[src/rtl/iqmap_pkg.sv]
// rtl/iqmap_pkg.sv - mode encodings, symbol sizes, Gray level tables and scaling constants for iqmap_multi
package iqmap_pkg;

  typedef enum logic [1:0] {
    MODE_QPSK  = 2'd0,
    MODE_16QAM = 2'd1,
    MODE_64QAM = 2'd2,
    MODE_RSVD  = 2'd3
  } mode_e;

  // Signed constellation level, range -7..+7
  typedef logic signed [3:0] level_t;

  localparam int MAX_BPS = 6;

  // Normalisation constants 1/sqrt(2), 1/sqrt(10), 1/sqrt(42) in Q1.15
  localparam int NORM_FRAC = 15;
  localparam logic [15:0] NORM_QPSK_Q15  = 16'd23170;
  localparam logic [15:0] NORM_16QAM_Q15 = 16'd10362;
  localparam logic [15:0] NORM_64QAM_Q15 = 16'd5056;

  // Reserved mode falls back to QPSK sizing
  function automatic logic [2:0] bits_per_symbol(mode_e m);
    case (m)
      MODE_16QAM: return 3'd4;
      MODE_64QAM: return 3'd6;
      default:    return 3'd2;
    endcase
  endfunction

  function automatic level_t gray1(logic b);
    return b ? -4'sd1 : 4'sd1;
  endfunction

  function automatic level_t gray2(logic [1:0] b);
    case (b)
      2'b00:   return 4'sd3;
      2'b01:   return 4'sd1;
      2'b11:   return -4'sd1;
      default: return -4'sd3;
    endcase
  endfunction

  function automatic level_t gray3(logic [2:0] b);
    case (b)
      3'b000:  return 4'sd7;
      3'b001:  return 4'sd5;
      3'b011:  return 4'sd3;
      3'b010:  return 4'sd1;
      3'b110:  return -4'sd1;
      3'b111:  return -4'sd3;
      3'b101:  return -4'sd5;
      default: return -4'sd7;
    endcase
  endfunction

  // Left shift that turns a level into an IQ_W-bit sample; 7 << shift still fits
  function automatic int scale_shift(int iq_w);
    return iq_w - 4;
  endfunction

  function automatic logic [15:0] norm_q15(mode_e m);
    case (m)
      MODE_16QAM: return NORM_16QAM_Q15;
      MODE_64QAM: return NORM_64QAM_Q15;
      default:    return NORM_QPSK_Q15;
    endcase
  endfunction

endpackage

[src/rtl/iqmap_gray_lut.sv]
// rtl/iqmap_gray_lut.sv - combinational (mode, head symbol bits) to Gray I/Q levels
module iqmap_gray_lut
  import iqmap_pkg::*;
(
  input  mode_e      mode,
  input  logic [5:0] sym,
  output level_t     i_lvl,
  output level_t     q_lvl
);

  // sym[5] is b0 (first transmitted); even bits feed I, odd bits feed Q
  always_comb begin
    i_lvl = '0;
    q_lvl = '0;
    case (mode)
      MODE_16QAM: begin
        i_lvl = gray2({sym[5], sym[3]});
        q_lvl = gray2({sym[4], sym[2]});
      end
      MODE_64QAM: begin
        i_lvl = gray3({sym[5], sym[3], sym[1]});
        q_lvl = gray3({sym[4], sym[2], sym[0]});
      end
      default: begin
        i_lvl = gray1(sym[5]);
        q_lvl = gray1(sym[4]);
      end
    endcase
  end

endmodule

[src/rtl/iqmap_multi.sv]
// rtl/iqmap_multi.sv - word-to-symbol serialiser and QPSK/16QAM/64QAM Gray mapper; IQMAP_NORM_EN selects normalised levels
module iqmap_multi
  import iqmap_pkg::*;
#(
  parameter int WORD_W = 128,
  parameter int IQ_W   = 8,
  parameter int BUF_W  = WORD_W + 5
) (
  input  logic                   CLK,
  input  logic                   RST,
  input  logic [WORD_W-1:0]      reader_data,
  input  logic                   valid_i,
  output logic                   ce,
  input  logic [1:0]             mode_i,
  input  logic                   flush_i,
  output logic signed [IQ_W-1:0] i_o,
  output logic signed [IQ_W-1:0] q_o,
  output logic                   valid_o,
  input  logic                   ready_i,
  output logic                   busy
);

  localparam int FILL_W = $clog2(BUF_W + 1);

  // Accumulator is MSB-aligned: the next symbol always sits at the top bits,
  // and every bit below the fill level is kept at zero so a new word can be ORed in.
  logic [BUF_W-1:0]  acc;
  logic [BUF_W-1:0]  acc_next;
  logic [FILL_W-1:0] fill;
  logic [FILL_W-1:0] fill_next;
  logic [FILL_W-1:0] fill_rem;
  logic [FILL_W-1:0] bps_w;
  mode_e             mode_q;
  logic              pop;
  logic              accept;
  logic              can_take;
  level_t            i_lvl;
  level_t            q_lvl;

  assign bps_w    = FILL_W'(bits_per_symbol(mode_q));
  assign pop      = (fill >= bps_w) && can_take;
  assign fill_rem = pop ? (fill - bps_w) : fill;
  assign ce       = !flush_i && (fill_rem < bps_w);
  assign accept   = valid_i && ce;

  iqmap_gray_lut u_lut (
    .mode  (mode_q),
    .sym   (acc[BUF_W-1 -: MAX_BPS]),
    .i_lvl (i_lvl),
    .q_lvl (q_lvl)
  );

  // Next accumulator/fill: consume the head symbol, append the word below the residual, or flush
  always_comb begin
    acc_next  = pop ? (acc << bps_w) : acc;
    fill_next = fill_rem;
    if (accept) begin
      acc_next  = acc_next | ({reader_data, {(BUF_W - WORD_W){1'b0}}} >> fill_rem);
      fill_next = fill_rem + FILL_W'(WORD_W);
    end
    if (flush_i) begin
      acc_next  = '0;
      fill_next = '0;
    end
  end

  // Accumulator, fill count and mode latch; mode only changes when a word lands in an empty buffer
  always_ff @(posedge CLK) begin
    if (RST) begin
      acc    <= '0;
      fill   <= '0;
      mode_q <= MODE_QPSK;
    end else begin
      acc  <= acc_next;
      fill <= fill_next;
      if (accept && (fill == '0)) begin
        mode_q <= mode_e'(mode_i);
      end
    end
  end

`ifdef IQMAP_NORM_EN
  // Normalised build: levels are registered once, scaled, then held in a
  // 2-entry skid whose head drives the outputs. Requires IQ_W <= 15.
  localparam int NORM_SH = NORM_FRAC - (IQ_W - 1);
  localparam int SAT_MAX = (1 << (IQ_W - 1)) - 1;

  logic                   s1_valid;
  level_t                 s1_i;
  level_t                 s1_q;
  mode_e                  s1_mode;
  logic signed [IQ_W-1:0] fifo_i [2];
  logic signed [IQ_W-1:0] fifo_q [2];
  logic                   rd_ptr;
  logic                   wr_ptr;
  logic [1:0]             count;
  logic                   out_take;
  logic signed [IQ_W-1:0] i_norm;
  logic signed [IQ_W-1:0] q_norm;

  // Round half away from zero on the magnitude, then saturate symmetrically
  function automatic logic signed [IQ_W-1:0] normalize(level_t lvl, mode_e m);
    int prod;
    int mag;
    int rnd;
    prod = int'(lvl) * int'(norm_q15(m));
    mag  = (prod < 0) ? -prod : prod;
    rnd  = (mag + (1 << (NORM_SH - 1))) >>> NORM_SH;
    if (rnd > SAT_MAX) rnd = SAT_MAX;
    return IQ_W'((prod < 0) ? -rnd : rnd);
  endfunction

  assign i_norm   = normalize(s1_i, s1_mode);
  assign q_norm   = normalize(s1_q, s1_mode);
  assign valid_o  = (count != 2'd0);
  assign i_o      = fifo_i[rd_ptr];
  assign q_o      = fifo_q[rd_ptr];
  assign out_take = valid_o && ready_i;
  // A pop is allowed only if the symbol in flight plus the new one still fit in the skid
  assign can_take = (int'(count) + int'(s1_valid) - int'(out_take)) < 2;
  assign busy     = (fill != '0) || s1_valid || valid_o;

  // Normalisation register and skid buffer
  always_ff @(posedge CLK) begin
    if (RST) begin
      s1_valid  <= 1'b0;
      s1_i      <= '0;
      s1_q      <= '0;
      s1_mode   <= MODE_QPSK;
      fifo_i[0] <= '0;
      fifo_i[1] <= '0;
      fifo_q[0] <= '0;
      fifo_q[1] <= '0;
      rd_ptr    <= 1'b0;
      wr_ptr    <= 1'b0;
      count     <= 2'd0;
    end else begin
      s1_valid <= pop;
      if (pop) begin
        s1_i    <= i_lvl;
        s1_q    <= q_lvl;
        s1_mode <= mode_q;
      end
      if (s1_valid) begin
        fifo_i[wr_ptr] <= i_norm;
        fifo_q[wr_ptr] <= q_norm;
        wr_ptr         <= ~wr_ptr;
      end
      if (out_take) begin
        rd_ptr <= ~rd_ptr;
      end
      count <= count + {1'b0, s1_valid} - {1'b0, out_take};
    end
  end
`else
  localparam int SHIFT = scale_shift(IQ_W);

  logic signed [IQ_W-1:0] i_scaled;
  logic signed [IQ_W-1:0] q_scaled;

  assign i_scaled = {{(IQ_W - 4){i_lvl[3]}}, i_lvl} << SHIFT;
  assign q_scaled = {{(IQ_W - 4){q_lvl[3]}}, q_lvl} << SHIFT;
  assign can_take = !valid_o || ready_i;
  assign busy     = (fill != '0) || valid_o;

  // Output register: load on pop, hold while stalled, drop valid when drained
  always_ff @(posedge CLK) begin
    if (RST) begin
      i_o     <= '0;
      q_o     <= '0;
      valid_o <= 1'b0;
    end else if (pop) begin
      i_o     <= i_scaled;
      q_o     <= q_scaled;
      valid_o <= 1'b1;
    end else if (ready_i) begin
      valid_o <= 1'b0;
    end
  end
`endif

endmodule

[config.mk]
export PLATFORM = sky130hd
export DESIGN_NAME = iqmap_multi
export DESIGN_NICKNAME = d
export VERILOG_FILES = /design/src/rtl/iqmap_pkg.sv /design/src/rtl/iqmap_gray_lut.sv /design/src/rtl/iqmap_multi.sv
export SDC_FILE = /design/constraint.sdc
export NUM_CORES = 1
export LEC_CHECK = 0
export CORE_MARGIN = 2
export CORE_UTILIZATION = 45
export CTS_BUF_LIST = sky130_fd_sc_hd__clkbuf_2
export DETAILED_ROUTE_END_ITERATION = 8
export HOLD_SLACK_MARGIN = 0.08
export PLACE_DENSITY = 0.76
export SETUP_SLACK_MARGIN = 0.2
export SLEW_MARGIN = 25
export SYNTH_ARGS = -nofsm -noshare
export SYNTH_HDL_FRONTEND = slang
export SYNTH_SLANG_ARGS = --single-unit
[constraint.sdc]
create_clock -name CLK -period 14.99 [get_ports CLK]
set_input_delay 2.998 -clock CLK [delete_from_list [all_inputs] [get_ports CLK]]
set_output_delay 2.998 -clock CLK [all_outputs]
set_load 0.02 [all_outputs]
# Word-level counts from Yosys, hierarchy flattened

Index checks and enable logic that the tools add are counted.

Flip-flop bits (word level): 152
Input bits: 135
Output and inout bits: 19

Add/subtract/negate cells: 2
$lt $le $gt $ge: 2
Equal/unequal tests: 18
Shift operators: 2
Multiplexer cells: 15
Bitwise operators: 1
Reduce and logical (&&, ||, !) cells: 16

Operators with widths:

| cell                | count |
|---|---|
| $mux 133            | 2 |
| $or 133x133->133    | 1 |
| $shl 133x3->133     | 1 |
| $shr 133x8->133     | 1 |
| $pmux 4 s7          | 2 |
| $pmux 4 s3          | 2 |
| $eq 3x3->1 const B  | 6 |
| $mux 8              | 2 |
| $pmux 4 s2          | 2 |
| $eq 3x2->1 const B  | 4 |
| $add 8x8->8 const B | 1 |
| $ge 8x3->1          | 1 |
| $logic_not 8->1     | 1 |
| $lt 8x3->1          | 1 |
| $mux 4              | 2 |
| $reduce_bool 8->1   | 1 |
| $sub 8x3->8         | 1 |
| $eq 2x1->1 const B  | 3 |
| $eq 2x2->1 const B  | 3 |
| $eq 3x1->1 const B  | 2 |
| $logic_not 3->1     | 2 |
| $pmux 3 s2          | 1 |
| $logic_and 1x1->1   | 4 |
| $logic_not 2->1     | 2 |
| 5 further kinds     | 8 |

# Logic depth before layout (Yosys ltp)

Depth in word-level cells: 9
Depth in mapped cells: 24
Mapped depth without buffers: 16

# Cells and area by module

Synthesis repeated with hierarchy kept, for this count alone.

Cell total of the unflattened synthesis: 2,068
Area total of the unflattened synthesis: 15,742.6 µm²

By module, submodules not included:

| module         | instances | cells an instance | area an instance (µm²) |
|---|---|---|---|
| iqmap_multi    | 1         | 2,030             | 15,477.3 |
| iqmap_gray_lut | 1         | 38                | 265.3 |

# Least setup slack after synthesis

No wires, ideal clock.

Kind: input -> output
Start: in ready_i
End: out ce
Arrival time: 5.219 ns
Setup slack: 6.773 ns
Cell stages on the path: 11
Buffers on the path: 4
Path through: nor2b_1 clkbuf_1 o31a_1 o211a_1 buf_2 buf_2 inv_1 buf_2 ha_1 a2111oi_0 and4_1

Cells in the longest elaborated chain, start to end: 5

Ends and longest elaborated chain:

| element           | line               | source |
|---|---|---|
| from (decl)       | iqmap_multi.sv:19  | `input logic ready_i,` |
| $logic_or 1x1->1  | iqmap_multi.sv:163 | `assign can_take = !valid_o \|\| ready_i;` |
| $logic_and 1x1->1 | iqmap_multi.sv:41  | `assign pop = (fill >= bps_w) && can_take;` |
| $mux 8            | iqmap_multi.sv:42  | `assign fill_rem = pop ? (fill - bps_w) : fill;` |
| $lt 8x3->1        | iqmap_multi.sv:43  | `assign ce = !flush_i && (fill_rem < bps_w);` |
| $logic_and 1x1->1 | iqmap_multi.sv:43  |  |
| to (decl)         | iqmap_multi.sv:13  | `output logic ce,` |

Every way passes these cells.

# Worst setup path after layout

Ends and elaborated chain as after synthesis.

==> results.ini <==
[clock_network]
clock_sinks = 150
postCtsSetupBuffers = 0
cts_made_buffers = 17
cts_hold_buf = 0
worst_skew_pair.late_latency_ps = 820
cts_resized = 0
tritoncts = done
htreeDepth = 4
clk_pin_slew_ps = 250
clockBufferDepth = 2
cts-root-buf = clkbuf_2

[final_layout]
fillCellCount = 3247
nNetsFinal = 2075
postLayoutCellArea_sq_um = 16800
utilization = 0.505
drive_gt1_frac = 0.0963
area_delta_synth_final_pct = 11.1

[run_status]
outcome = complete, no violations

[logic_synthesis]
seq_area_frac_synth = 0.198
synth.avg_cell_area_sq_um = 7.87
synth_area_sq_um = 15200
synthMostInstantiatedCell = mux2i_1
yosysUniqueCellTypes = 78
synthCells = 1928
synth_top_area_frac = 0.210
synthTopCellsByArea = mux2i_1 21%, dfxtp_1 20%, o21ai_0 5.4%
synth_edf_count = 0
synth_warnings = 0
async_flop_share = 0
synth-main-ff-cell = dfxtp_1
synth_top_cell_by_area = mux2i_1
synthTopCellsByCount = 319 x mux2i_1, 195 x nand2_1, 163 x o21ai_0, 151 x a21oi_1, 150 x dfxtp_1
ys_seq_elements = 150

[placed_design]
gp_congestion = 1.02
dp_hpwl_mm = 38.7
portBuffers = 145
postPlaceCellArea_sq_um = 16600

[worst_setup_path]
reg2reg_to = acc[0]
worstReg2RegStart = mode_q[0]
crit_path_end = ce
critPathKind = in2out
worst-r2r-cell-count = 13
cpPeakStageDelay_ps = 630
cp_slowest_cell = clkdlybuf4s50_1
crit_buf_inv = 2
crit_path_max_fanout = 10
cp_top_family = simple AND/OR/NAND/NOR gates
r2r_slack_ps = 8930
startpoint = ready_i
cp.arrival_ps = 6210
cp_cell_sequence = clkdlybuf4s50_1 > nand2b_1 > o211ai_1 > or4_1 > xor2_1 > and4_1 > clkdlybuf4s50_1
path_depth = 7
critPathLaunchType = input pin
crit_top_cell = clkdlybuf4s50_1
worst_ep_required_time_ps = 11990
crit_path_end_kind = output port

[sta]
setup_viol = 0
finalCritPeriodShare = 0.614
setup_tns_ps = 0
rsz0062_at_grt = no
finClkSkew_ps = 58.7
relSlewSlack = 0.300
slew_violations = 0
hold_viol_final = 0
fmax_mhz = 109
fin_crit_ps = 9210
tightest_slew_ps = 1050

[routing]
drtIter0Drc = 2481
avgViaCountPerCell = 6.80
wl_mm = 55.9
drc_errors = 0
ant_nets = 0
num_vias = 16300
wl_per_cell_um = 23.4
drt-pass1-iter-count = 7

[grt]
antenna_found_initial = 1
grt.overflow.total = 0
grt_usage = 0.306
grt_max_degree = 92
grt_pass1_wl_mm = 85.9
grt_pass1_vias = 15000

[floorplan]
die_area_sq_um = 35200
num_io_pins = 154
die_w_um = 188
core_area_sq_um = 33400
start_util = 0.455
die_h_um = 188
row_count = 67

[flow_run]
drv_cap = 0

[min_path]
hp-class = reg2reg

[cell families (layout without fill, tap and decap cells)]
logic type | after synthesis | count (layout) | synth area share
compound gates | 637 | 637 | 0.273
simple gates | 502 | 502 | 0.148
flops | 150 | 150 | 0.198
other cells | 1 | 9 | 0.000247
fa+ha+maj | 10 | 10 | 0.00874
buf+inv | 213 | 220 | 0.0651
mux | 411 | 411 | 0.305
xor+xnor | 4 | 4 | 0.00231
[stage by stage]
step	setup WS [ps]	cells	hold WS (ps)
2_1_floorplan	6770	1935	453
3_3_place_gp	5800	2359	452
3_5_place_dp	5810	2359	464
4_1_cts	5800	2390	491
5_1_grt	5440	2391	507
6_report	5780	2391	485
[how the worst min path moves through the flow]
| stage | from | end | slack (ps) | cells past startpoint |
|---|---|---|---|---|
| floorplan | mode_q[1] | mode_q[1] | 450 | 2 |
| global placement | q_o[6] | q_o[6] | 450 | 2 |
| detailed placement | q_o[6] | q_o[6] | 460 | 2 |
| CTS | q_o[6] | q_o[6] | 490 | 2 |
| global route | q_o[6] | q_o[6] | 510 | 2 |
| finish | q_o[6] | q_o[6] | 480 | 2 |
[sequential cells by signal, summed over array words and instances (netlist names)]
| register | cells |
|---|---|
| acc | 133 |
| mode_q | 2 |
| valid_o | 1 |
| q_o | 4 |
| fill | 7 |
| i_o | 3 |
[routing by layer]
layer | vias to the layer above | track usage | wire length (um)
li1 | 7277 | - | -
met1 | 7591 | 0.411 | 22300
met2 | 1172 | 0.467 | 23800
met3 | 215 | 0.0621 | 6640
met4 | 0 | 0.156 | 3120
met5 | - | 0 | 0
[placed cells by master, fill, tap and decap left out, drive strengths merged, types with 7 or more instances in the layout]
cell	Yosys	final
nand2	195	195
conb	1	8
mux4	35	35
and2	7	7
and3	18	18
o21a	7	7
o221ai	12	12
a221oi	25	25
a21oi	152	152
a22oi	19	19
mux2i	319	319
a211oi	52	52
buf	87	27
nand3	41	41
a31oi	23	23
nor2b	19	19
a221o	13	13
o211ai	30	30
o2111ai	12	12
dfxtp	150	150
o21ai	169	169
a22o	12	12
mux2	57	57
o22ai	38	38
nand2b	23	23
nor2	145	145
or3	7	7
o221a	8	8
clkbuf	109	18
ha	9	9
inv	16	18
clkdlybuf4s50	0	145
nor3	27	27
[cell type report]
| class | count | area [sq um] | share of cell area |
|---|---|---|---|
| timing repair buffer | 172 | 1650 | 0.0982 |
| multi-input combinational | 1572 | 11300 | 0.672 |
| antenna | 1 | 2.50 | 0.000149 |
| sequential | 150 | 3000 | 0.178 |
| clock inverter | 13 | 156 | 0.00928 |
| clock buffer | 18 | 90.1 | 0.00535 |
| inverter | 17 | 63.8 | 0.00379 |
| tap | 448 | 561 | 0.0333 |
[tightest hold or removal path: stages (launching register included)]
cell and delay [ps]:
dfxtp_1 370, nand2_1 50, a21oi_1 60
Power is not shown: default switching activity piles up to over one toggle a cycle in this logic, so the estimate is an artifact.
